**src/rtl/br_gen_frac.sv**
```systemverilog
// Fractional baud-rate generator.
// An integer down-counter sets the o_tick period. A fractional accumulator adds one
// extra clock whenever it overflows, so the average period is int + frac/2^FRAC_NBITS.
// A second counter divides o_tick by OVERSAMPLE to produce o_bit_tick.
// A new divisor is held in a shadow register and only takes effect at a period
// boundary, so any period in progress always runs to completion.
module br_gen_frac #(
    parameter real CLOCK_FREQUENCY = 50.0E6,
    parameter int  BAUD_RATE       = 19200,
    parameter int  OVERSAMPLE      = 16,
    parameter int  INT_NBITS       = 12,
    parameter int  FRAC_NBITS      = 4
) (
    input  logic                  i_clock,
    input  logic                  i_reset,
    input  logic                  i_enable,
    input  logic [INT_NBITS-1:0]  i_div_int,
    input  logic [FRAC_NBITS-1:0] i_div_frac,
    input  logic                  i_load,
    input  logic                  i_resync,
    output logic                  o_tick,
    output logic                  o_bit_tick,
    output logic                  o_pending
);

    localparam int OS_NBITS = $clog2(OVERSAMPLE);
    localparam int DEF_DIV  = $rtoi(CLOCK_FREQUENCY * (2.0 ** FRAC_NBITS)
                                    / (OVERSAMPLE * BAUD_RATE) + 0.5);
    localparam logic [INT_NBITS-1:0]  DEF_INT  = INT_NBITS'(DEF_DIV >> FRAC_NBITS);
    localparam logic [FRAC_NBITS-1:0] DEF_FRAC = FRAC_NBITS'(DEF_DIV % (2 ** FRAC_NBITS));
    localparam logic [OS_NBITS-1:0]   OS_LAST  = OS_NBITS'(OVERSAMPLE - 1);
    localparam logic [OS_NBITS-1:0]   OS_HALF  = OS_NBITS'(OVERSAMPLE / 2 - 1);

    logic [INT_NBITS-1:0]  r_act_int;
    logic [FRAC_NBITS-1:0] r_act_frac;
    logic [INT_NBITS-1:0]  r_sh_int;
    logic [FRAC_NBITS-1:0] r_sh_frac;
    logic                  r_pending;
    logic [INT_NBITS-1:0]  r_cnt;
    logic [FRAC_NBITS-1:0] r_acc;
    logic [OS_NBITS-1:0]   r_os;
    logic                  r_tick;
    logic                  r_bit_tick;

    logic [INT_NBITS-1:0]  w_ld_int;
    logic [INT_NBITS-1:0]  w_use_int;
    logic [FRAC_NBITS-1:0] w_use_frac;
    logic [FRAC_NBITS-1:0] w_acc_base;
    logic [FRAC_NBITS:0]   w_sum;
    logic [INT_NBITS-1:0]  w_start_cnt;
    logic [INT_NBITS-1:0]  w_reload_cnt;
    logic                  w_reload;
    logic                  w_apply;

    // Divisor actually used this cycle: the shadow value if a load is waiting.
    // A period of 1 clock would leave no idle cycle between ticks, hence the floor of 2.
    always_comb begin
        w_ld_int     = (i_div_int < INT_NBITS'(2)) ? INT_NBITS'(2) : i_div_int;
        w_use_int    = r_pending ? r_sh_int  : r_act_int;
        w_use_frac   = r_pending ? r_sh_frac : r_act_frac;
        w_acc_base   = r_pending ? '0 : r_acc;
        w_sum        = {1'b0, w_acc_base} + {1'b0, w_use_frac};
        w_start_cnt  = w_use_int - INT_NBITS'(1);
        w_reload_cnt = w_start_cnt + {{(INT_NBITS-1){1'b0}}, w_sum[FRAC_NBITS]};
        w_reload     = i_enable && (r_cnt == '0);
        w_apply      = r_pending && (i_resync || !i_enable || w_reload);
    end

    // Shadow capture and hand-over to the active divisor.
    // On a cycle that both captures and applies, the older shadow is applied first and
    // the new capture stays pending until the next boundary.
    always_ff @(posedge i_clock) begin
        if (i_reset) begin
            r_act_int  <= DEF_INT;
            r_act_frac <= DEF_FRAC;
            r_sh_int   <= DEF_INT;
            r_sh_frac  <= DEF_FRAC;
            r_pending  <= 1'b0;
        end else begin
            if (w_apply) begin
                r_act_int  <= r_sh_int;
                r_act_frac <= r_sh_frac;
            end
            if (i_load) begin
                r_sh_int  <= w_ld_int;
                r_sh_frac <= i_div_frac;
                r_pending <= 1'b1;
            end else if (w_apply) begin
                r_pending <= 1'b0;
            end
        end
    end

    // Period counter, fractional accumulator and oversample divider.
    // A resync restarts the bit phase at mid-bit so that RX samples fall at bit centres.
    always_ff @(posedge i_clock) begin
        if (i_reset) begin
            r_cnt      <= DEF_INT - INT_NBITS'(1);
            r_acc      <= '0;
            r_os       <= OS_LAST;
            r_tick     <= 1'b0;
            r_bit_tick <= 1'b0;
        end else begin
            r_tick     <= 1'b0;
            r_bit_tick <= 1'b0;
            if (i_resync) begin
                r_cnt <= w_start_cnt;
                r_acc <= '0;
                r_os  <= OS_HALF;
            end else if (!i_enable) begin
                if (r_pending) begin
                    r_cnt <= w_start_cnt;
                    r_acc <= '0;
                end
            end else if (r_cnt != '0) begin
                r_cnt <= r_cnt - INT_NBITS'(1);
            end else begin
                r_tick <= 1'b1;
                r_acc  <= w_sum[FRAC_NBITS-1:0];
                r_cnt  <= w_reload_cnt;
                if (r_os == '0) begin
                    r_os       <= OS_LAST;
                    r_bit_tick <= 1'b1;
                end else begin
                    r_os <= r_os - OS_NBITS'(1);
                end
            end
        end
    end

    assign o_tick     = r_tick;
    assign o_bit_tick = r_bit_tick;
    assign o_pending  = r_pending;

endmodule

```
**config.mk**
```make
export PLATFORM = sky130hd
export DESIGN_NAME = br_gen_frac
export DESIGN_NICKNAME = d
export VERILOG_FILES = /design/src/rtl/br_gen_frac.sv
export SDC_FILE = /design/constraint.sdc
export NUM_CORES = 1
export LEC_CHECK = 0
export ABC_AREA = 1
export CORE_MARGIN = 2
export CORE_UTILIZATION = 45
export CTS_CLUSTER_DIAMETER = 50
export CTS_CLUSTER_SIZE = 20
export DETAILED_ROUTE_END_ITERATION = 8
export MAX_ROUTING_LAYER = met4
export SLEW_MARGIN = 20
export SYNTH_ARGS = -nofsm -noshare
export SYNTH_HDL_FRONTEND = slang
export SYNTH_SLANG_ARGS = --single-unit
```
**constraint.sdc**
```tcl
create_clock -name i_clock -period 8.3 [get_ports i_clock]
set_clock_uncertainty 0.15 [all_clocks]
set_input_delay 2.49 -clock i_clock [delete_from_list [all_inputs] [get_ports i_clock]]
set_output_delay 2.49 -clock i_clock [all_outputs]
set_load 0.005 [all_outputs]
```
### After elaboration in Yosys (flattened, before gate mapping)

Index checks and enable logic that the tools add are counted.

* muxes and demuxes: 18
* equal/unequal tests: 2
* $add $sub $neg: 5
* bitwise gates (word level): 2
* reduce and logical (&&, ||, !) cells: 16
* magnitude comparators: 1

Operator list (count)
* 12-bit two-way mux: 6
* 4-bit two-way mux: 8
* 12-bit by 1-bit subtractor with 12-bit output, second input constant: 2
* 12-bit by 1-bit adder with 12-bit output: 1
* 12-bit logical NOT: 1
* 12-bit by 2-bit less-than comparator with 1-bit output, second input constant: 1
* 12-bit nonzero test: 1
* 4-bit by 4-bit adder with 5-bit output: 1
* 4-bit logical NOT: 1
* 1-bit two-way mux: 4
* 2-bit != test, second input constant: 2
* 2-bit AND reduction: 2
* 2-bit nonzero test: 2
* 4-bit OR reduction: 1
* 4-bit by 1-bit subtractor with 4-bit output, second input constant: 1
* 3-bit nonzero test: 1
* 3-bit OR reduction: 1
* 1-bit logical AND: 2
* 1-bit logical OR: 2
* 1-bit NOT: 2
* 2-bit OR reduction: 1
* 1-bit logical NOT: 1

* bits in registers: 55
* input bits: 21

### Logic depth before layout (Yosys ltp)

Gate-level depths: netlist (run 1).

* word-level depth: 6
* mapped depth: 21
* depth with buffers taken out: 18

### Worst setup path after synthesis (run 1)

OpenSTA, ideal clock, no wires.

* path type: input port to flip-flop
* from: input i_enable
* to: register r_cnt[9]
* buffers on the path: 1
* data arrival time: 3.603 ns
* path slack: 4.480 ns
* cell stages on the path: 9
* cell sequence: inv_1 > nor2_2 > inv_1 > nor2_1 > buf_2 > nor2_1 > a21oi_1 > nand2_1 > a21oi_2

* word-level cells in the longest chain between the ends: 2
* elaborated cells between the ends (all ways): 3
* classes of those cells: mux: 2; reduce/logical: 1

RTL lines
* from (decl): line 16 `input logic i_enable,`
* 12-bit two-way mux: line 110 `end else if (!i_enable) begin`
* 12-bit two-way mux: line 106 `if (i_resync) begin`
* to (signal assigned): line 107 `r_cnt <= w_start_cnt;`
* to (signal assigned): line 112 `r_cnt <= w_start_cnt;`
* to (signal assigned): line 116 `r_cnt <= r_cnt - INT_NBITS'(1);`
* to (decl): line 39 `logic [INT_NBITS-1:0] r_cnt;`

Parallel ways exist; a longest one is shown, timed or not.
A chain may end at the register's enable or synchronous reset.

### Worst setup path in the final report (run 1)

* from: input i_resync
* to: register r_act_frac[0]

* word-level cells in the longest chain between the ends: 3

RTL lines
* from (decl): line 20 `input logic i_resync,`
* 1-bit logical OR (2 in series): line 66 `w_apply = r_pending && (i_resync || !i_enable || w_reload);`
* 1-bit logical AND: line 66
* to (signal assigned): line 82 `r_act_frac <= r_sh_frac;`
* to (decl): line 35 `logic [FRAC_NBITS-1:0] r_act_frac;`

No other way between the ends.

==> results.sh, run 1 <==
export IMPL_cts_sinks=55
export IMPL_ys_types=43
export IMPL_avgRoutedWirePerCell_microns=12.7
export IMPL_cts_hold_buf=0
export IMPL_crit_slowest_cell="clkdlybuf4s50_1"
export IMPL_fillCellCount=793
export IMPL_synthTopCellsByArea="dfxtp_1 30%, nand2_1 11%, inv_1 7.0%, o21ai_0 6.4%, nor2_1 5.3%"
export IMPL_critPathKind="in2reg"
export IMPL_status="complete, no violations"
export IMPL_finish_utilization_pct=51.8
export IMPL_overflow=0
export IMPL_swShare_pct=33.1
export IMPL_cts_repair_resized=0
export IMPL_dp_cells=639
export IMPL_grt_pass1_wl_microns=14700
export IMPL_hpwlAfterDp_microns=6110
export IMPL_clk_latency_ps=320
export IMPL_critPathMaxFanout=21
export IMPL_p_int_uw=400
export IMPL_cts_max_path_buffers=2
export IMPL_cts_clk_slew_worst_paths_ps=110
export IMPL_synth_seq_area_share_pct=30.4
export IMPL_yosysMostFrequentCell="nand2_1"
export IMPL_synth_top_cells_by_count="106 x nand2_1, 68 x inv_1, 55 x dfxtp_1"
export IMPL_tightest_slew_ps=946
export IMPL_initial_utilization_pct=46.6
export IMPL_hold_viol_final=0
export IMPL_core_sq_mm=0.00777
export IMPL_grt_pass1_vias=3230
export IMPL_power_density_mw_per_mm2=149
export IMPL_syn_area_sq_mm=0.00362
export IMPL_crit_family="buffers and inverters"
export IMPL_finalCriticalPeriod_ps=4900
export IMPL_numCtsBuffers=5
export IMPL_die_x_microns=93.7
export IMPL_yosysWarningCount=0
export IMPL_port_buffers=23
export IMPL_worst_path_buf_inv=4
export IMPL_layout_area_overhead_vs_synth_pct=10.9
export IMPL_clock_fmax_mhz=204
export IMPL_netSwitchingPower_uw=199
export IMPL_yosys_register_bits=55
export IMPL_vias=3385
export IMPL_root_buffer="clkbuf_8"
export IMPL_setup_viol=0
export IMPL_drive_above_1_share_pct=13.0
export IMPL_critPathCaptureType="flip-flop"
export IMPL_fin_ws_ps=3400
export IMPL_synthesis_nets=560
export IMPL_grtUsageTotal_pct=21.2
export IMPL_syn_inst=528
export IMPL_rsz0062_at_grt="false"
export IMPL_synth_top_cell_area_share_pct=30.4
export IMPL_drc=0
export IMPL_die_area_sq_mm=0.00879
export IMPL_grt_max_degree=33
export IMPL_antenna_found_initial=0
export IMPL_required_ps=8370
export IMPL_p_clk_share_pct=28.2
export IMPL_io_pins=24
export IMPL_final_instance_count_excl_fill=647
export IMPL_place_ws_ps=2700
export IMPL_ys_flop_type="dfxtp_1"
export IMPL_htreeDepth=2
export IMPL_slowest_delay_ps=600
export IMPL_drtAntennaViolNets=0
export IMPL_start_kind="input pin"
export IMPL_cp_arrival_ps=4970
export IMPL_synth_top_area_cell="dfxtp_1"
export IMPL_synth_edf_count=0
export IMPL_firstDrtPassIters=5
export IMPL_rows=32
export IMPL_synth_avg_cell_area_sq_um=6.86
export IMPL_async_flop_share_pct=0
export IMPL_setup_tns_ps=0
export IMPL_diodes=0
export IMPL_crit_chain="clkdlybuf4s50_1 -> nor2_2 -> inv_1 -> nor2_1 -> buf_4 -> nor2_2 -> inv_1 -> o21ai_0 -> a21oi_1"
export IMPL_cts_setup_buffers=0
export IMPL_routed_wl_microns=8220
export IMPL_vdd_drop_max_v=0.0000747
export IMPL_tritoncts="built"
export IMPL_power_frac_seq_pct=48.4
export IMPL_drt_iter0_drc=153
export IMPL_p_leak_uw=0.00173
export IMPL_p_comb_share_pct=23.3
export IMPL_max_cap_violations=0
export IMPL_die_h_microns=93.7
export IMPL_maxSlewHeadroom_pct=36.9
export IMPL_hold_path_class="reg2reg"
export IMPL_drt_vias_per_instance=5.23
export IMPL_final_nets=576
export IMPL_gp_congestion=0.907
export IMPL_drv_slew=0
export IMPL_fin_crit_sh_pct=59.0
-- per-stage QoR --
step / instance area [sq um] / total power, uW / hold WS (ps)
finish: 4020 / 599 / 307
global route: 4020 / 636 / 348
CTS: 4020 / 604 / 311
detailed placement: 3920 / 435 / 295
global placement: 3920 / 433 / 289
floorplan: 3620 / 400 / 274
-- layout make-up --
type	count	area (sq um)	share of cell area (%)
Tap cell	102	128	3.17
Multi-Input combinational cell	381	2150	53.5
Clock inverter	2	20.0	0.498
Clock buffer	6	82.6	2.05
Sequential cell	55	1100	27.4
Timing Repair Buffer	26	253	6.29
Inverter	75	287	7.13
-- layer usage --
metal  global-route usage (%)  vias to the layer above  share of wire, %
li1                         -                     1748                 -
met3                     3.29                       12               3.3
met1                     28.2                     1569                49
met5                        -                        -                 0
met2                     33.2                       56                46
met4                     6.76                        0               1.7
-- flip-flops by register name, indices dropped and copies added (netlist names) --
signal and flops:
o_tick 1, o_pending 1, r_act_int 12, r_sh_frac 4
r_act_frac 4, r_os 4, o_bit_tick 1, r_acc 4
r_sh_int 12, r_cnt 12
-- power by group through the flow --
stage / clock, uW / combinational (uW) / sequential, uW
after floorplan: 0 / 106 / 294
after global placement: 0 / 137 / 296
after CTS: 174 / 140 / 290
final: 169 / 140 / 290
after detailed placement: 0 / 139 / 296
after global routing: 184 / 159 / 293
-- worst reg2reg max path, stage by stage, from the launching register on --
cell and delay (ps):
dfxtp_1 340, buf_4 380, inv_2 260, nand2_1 110, nand2_1 50, ha_1 330, a21oi_1 80, o21bai_1 140
ha_1 180, ha_1 140, inv_1 50, nor2_2 220, nand4_1 160, nor2_1 160, nand3_1 90, nand2_1 70
nand2_1 40, nand2_1 70, a21oi_1 50
-- cell usage in the layout, fill, tap and decap left out, drive strengths merged, types with 8 or more instances in the layout --
cell type / Yosys / routed
nand2: 133 / 133
o211ai: 8 / 8
dfxtp: 55 / 55
clkdlybuf4s50: 0 / 23
nand3: 28 / 28
a21oi: 36 / 36
o21ai: 51 / 51
ha: 10 / 10
inv: 73 / 74
nor2: 67 / 67
-- path summary, 6_finish.rpt --
kind / startpoint / end / slack [ps] / cells after the start
hold reg to reg: r_act_frac[0]$_SDFFE_PP0P_ / r_act_frac[0]$_SDFFE_PP0P_ / 310 / 2
setup / recovery: i_resync / r_act_frac[0]$_SDFFE_PP0P_ / 3400 / 9
setup reg to reg: o_pending$_SDFFE_PP0P_ / r_cnt[8]$_SDFFE_PP0P_ / 5090 / 18
hold / removal: r_act_frac[0]$_SDFFE_PP0P_ / r_act_frac[0]$_SDFFE_PP0P_ / 310 / 2
-- kinds of logic (layout without fill, tap and decap cells) --
kind of cell	Yosys count	count (layout)	share of synthesized area (%)
buffers and inverters	92	109	10.4
adder cells (fa/ha/maj)	11	11	4.01
flip-flops	55	55	30.4
XOR/XNOR	8	8	1.93
AND/OR/NAND/NOR	244	244	34.2
AO/OA/AOI/OAI	118	118	19.1
No activity file was read; power rests on OpenSTA's default activity.
==> run 2, diff against run 1 <==
Clock period 8.3 ns to 4.9 ns, I/O delays scaled along.
==> results.sh, run 2 (synthesis results as in run 1) <==
export IMPL_status="complete, no violations"
export IMPL_drtAntennaViolNets=0
export IMPL_numCtsBuffers=5
export IMPL_port_buffers=23
export IMPL_maxSlewHeadroom_pct=40.6
export IMPL_hold_viol_final=0
export IMPL_cts_repair_resized=0
export IMPL_cts_sinks=55
export IMPL_start_kind="input pin"
export IMPL_ff_latch_area_sq_mm=0.00110
export IMPL_grtUsageTotal_pct=20.8
export IMPL_holdPathEnd="r_act_frac[1]$_SDFFE_PP0P_"
export IMPL_grt_pass1_vias=3190
export IMPL_initial_utilization_pct=46.6
export IMPL_max_cap_violations=0
export IMPL_fin_crit_sh_pct=71.1
export IMPL_setup_viol=0
export IMPL_hold_start="r_act_frac[1]$_SDFFE_PP0P_"
export IMPL_clk_latency_ps=310
export IMPL_slowest_delay_ps=510
export IMPL_cts_max_path_buffers=2
export IMPL_final_cell_mix="106 x nand2_1, 68 x inv_1, 55 x dfxtp_1"
export IMPL_antenna_found_initial=0
export IMPL_layout_area_overhead_vs_synth_pct=10.9
export IMPL_routed_wl_microns=8370
export IMPL_setup_tns_ps=0
export IMPL_die_h_microns=93.7
export IMPL_critPathKind="in2reg"
export IMPL_avgRoutedWirePerCell_microns=12.9
export IMPL_p_leak_uw=0.00174
export IMPL_cts_setup_buffers=0
export IMPL_crit_slowest_cell="clkdlybuf4s50_1"
export IMPL_overflow=0
export IMPL_rows=32
export IMPL_vias=3358
export IMPL_rrSetupSlack_ps=1600
export IMPL_drt_vias_per_instance=5.18
export IMPL_cp_arrival_ps=3570
export IMPL_path_common_cell="inv_1"
export IMPL_design_area_sq_mm=0.00402
export IMPL_reg2reg_from="o_pending$_SDFFE_PP0P_"
export IMPL_fillCellCount=793
export IMPL_required_ps=4980
export IMPL_tightest_slew_ps=891
export IMPL_hold_depth=2
export IMPL_layout_commonest_cell="nand2_1"
export IMPL_firstDrtPassIters=5
export IMPL_r2r_end="r_cnt[8]$_SDFFE_PP0P_"
export IMPL_clock_fmax_mhz=287
export IMPL_drv_slew=0
export IMPL_hold_ws_ps=307
export IMPL_place_ws_ps=1110
export IMPL_core_sq_mm=0.00777
export IMPL_diodes=0
export IMPL_hpwlAfterDp_microns=6160
export IMPL_drc=0
export IMPL_drive_above_1_share_pct=13.0
export IMPL_gp_congestion=0.887
export IMPL_root_buffer="clkbuf_8"
export IMPL_die_area_sq_mm=0.00879
export IMPL_finalCriticalPeriod_ps=3490
export IMPL_multi_input_area_sq_mm=0.00215
export IMPL_cts_hold_buf=0
export IMPL_rsz0062_at_grt="false"
export IMPL_htreeDepth=2
export IMPL_crit_chain="clkdlybuf4s50_1 -> inv_1 -> nor2_2 -> inv_1 -> nor2_1 -> buf_4 -> inv_1 -> o221ai_1 -> a21oi_1 -> o21ai_0"
export IMPL_placed_area_sq_mm=0.00392
export IMPL_die_x_microns=93.7
export IMPL_critPathCaptureType="flip-flop"
export IMPL_vdd_drop_max_v=0.000153
export IMPL_fin_ws_ps=1410
export IMPL_power_density_mw_per_mm2=250
export IMPL_grt_max_degree=31
export IMPL_critPathMaxFanout=12
export IMPL_r2r_cells=17
export IMPL_grt_pass1_wl_microns=14400
export IMPL_hold_path_class="reg2reg"
export IMPL_final_nets=577
export IMPL_drt_iter0_drc=176
export IMPL_cts_clk_slew_worst_paths_ps=110
export IMPL_tritoncts="built"
export IMPL_reg_top3="r_act_int (12), r_cnt (12), r_sh_int (12)"
export IMPL_io_pins=24
[run 2: worst max path at each step]
stage                      startpoint                    endpoint  slack (ps)  depth (start not counted)
5_1_grt                      i_enable      r_cnt[11]$_SDFFE_PP0P_        1200                         11
2_1_floorplan  o_pending$_SDFFE_PP0P_      r_cnt[10]$_SDFFE_PP0P_        1760                         20
6_report                     i_enable       r_cnt[0]$_SDFFE_PP1P_        1410                         10
4_1_cts                      i_enable  r_act_frac[0]$_SDFFE_PP0P_        1440                         10
3_5_place_dp                 i_enable  r_act_frac[0]$_SDFFE_PP0P_        1110                         10
3_3_place_gp                 i_enable  r_act_frac[0]$_SDFFE_PP0P_        1170                         10
[run 2: metal layers]
layer  track usage, %  vias to the layer above  share of wire, %
met4             4.83                        0              0.76
met1             26.6                     1534                48
met3             2.81                        6               4.0
met2             34.9                       56                48
li1                 -                     1762                 -
met5                -                        -                 0
[run 2: power breakdown]
part           switching (uW)  internal [uW]
sequential               17.7            475
combinational             152           83.5
clock                     161            116
[run 2: layout make-up]
| cell class | instances | area share [%] |
|---|---|---|
| multi-input cells | 381 | 53.4 |
| well taps | 102 | 3.18 |
| repair buffers | 27 | 6.48 |
| clock inverters | 2 | 0.342 |
| inverters | 75 | 7.13 |
| clock buffers | 6 | 2.05 |
| flip-flops and latches | 55 | 27.4 |
[run 2: worst max-delay path, delay by kind of cell]
kind / cells / cell delay [ps]
buf+inv: 5 / 1240
simple gates: 2 / 500
compound gates: 3 / 350
[run 2: per-stage QoR]
stage	util, %	power, uW	instances
3_5_place_dp	50.5	738	640
6_report	51.7	1010	648
3_3_place_gp	50.5	735	640
4_1_cts	51.7	1010	648
2_1_floorplan	-	678	528
5_1_grt	51.7	1060	648
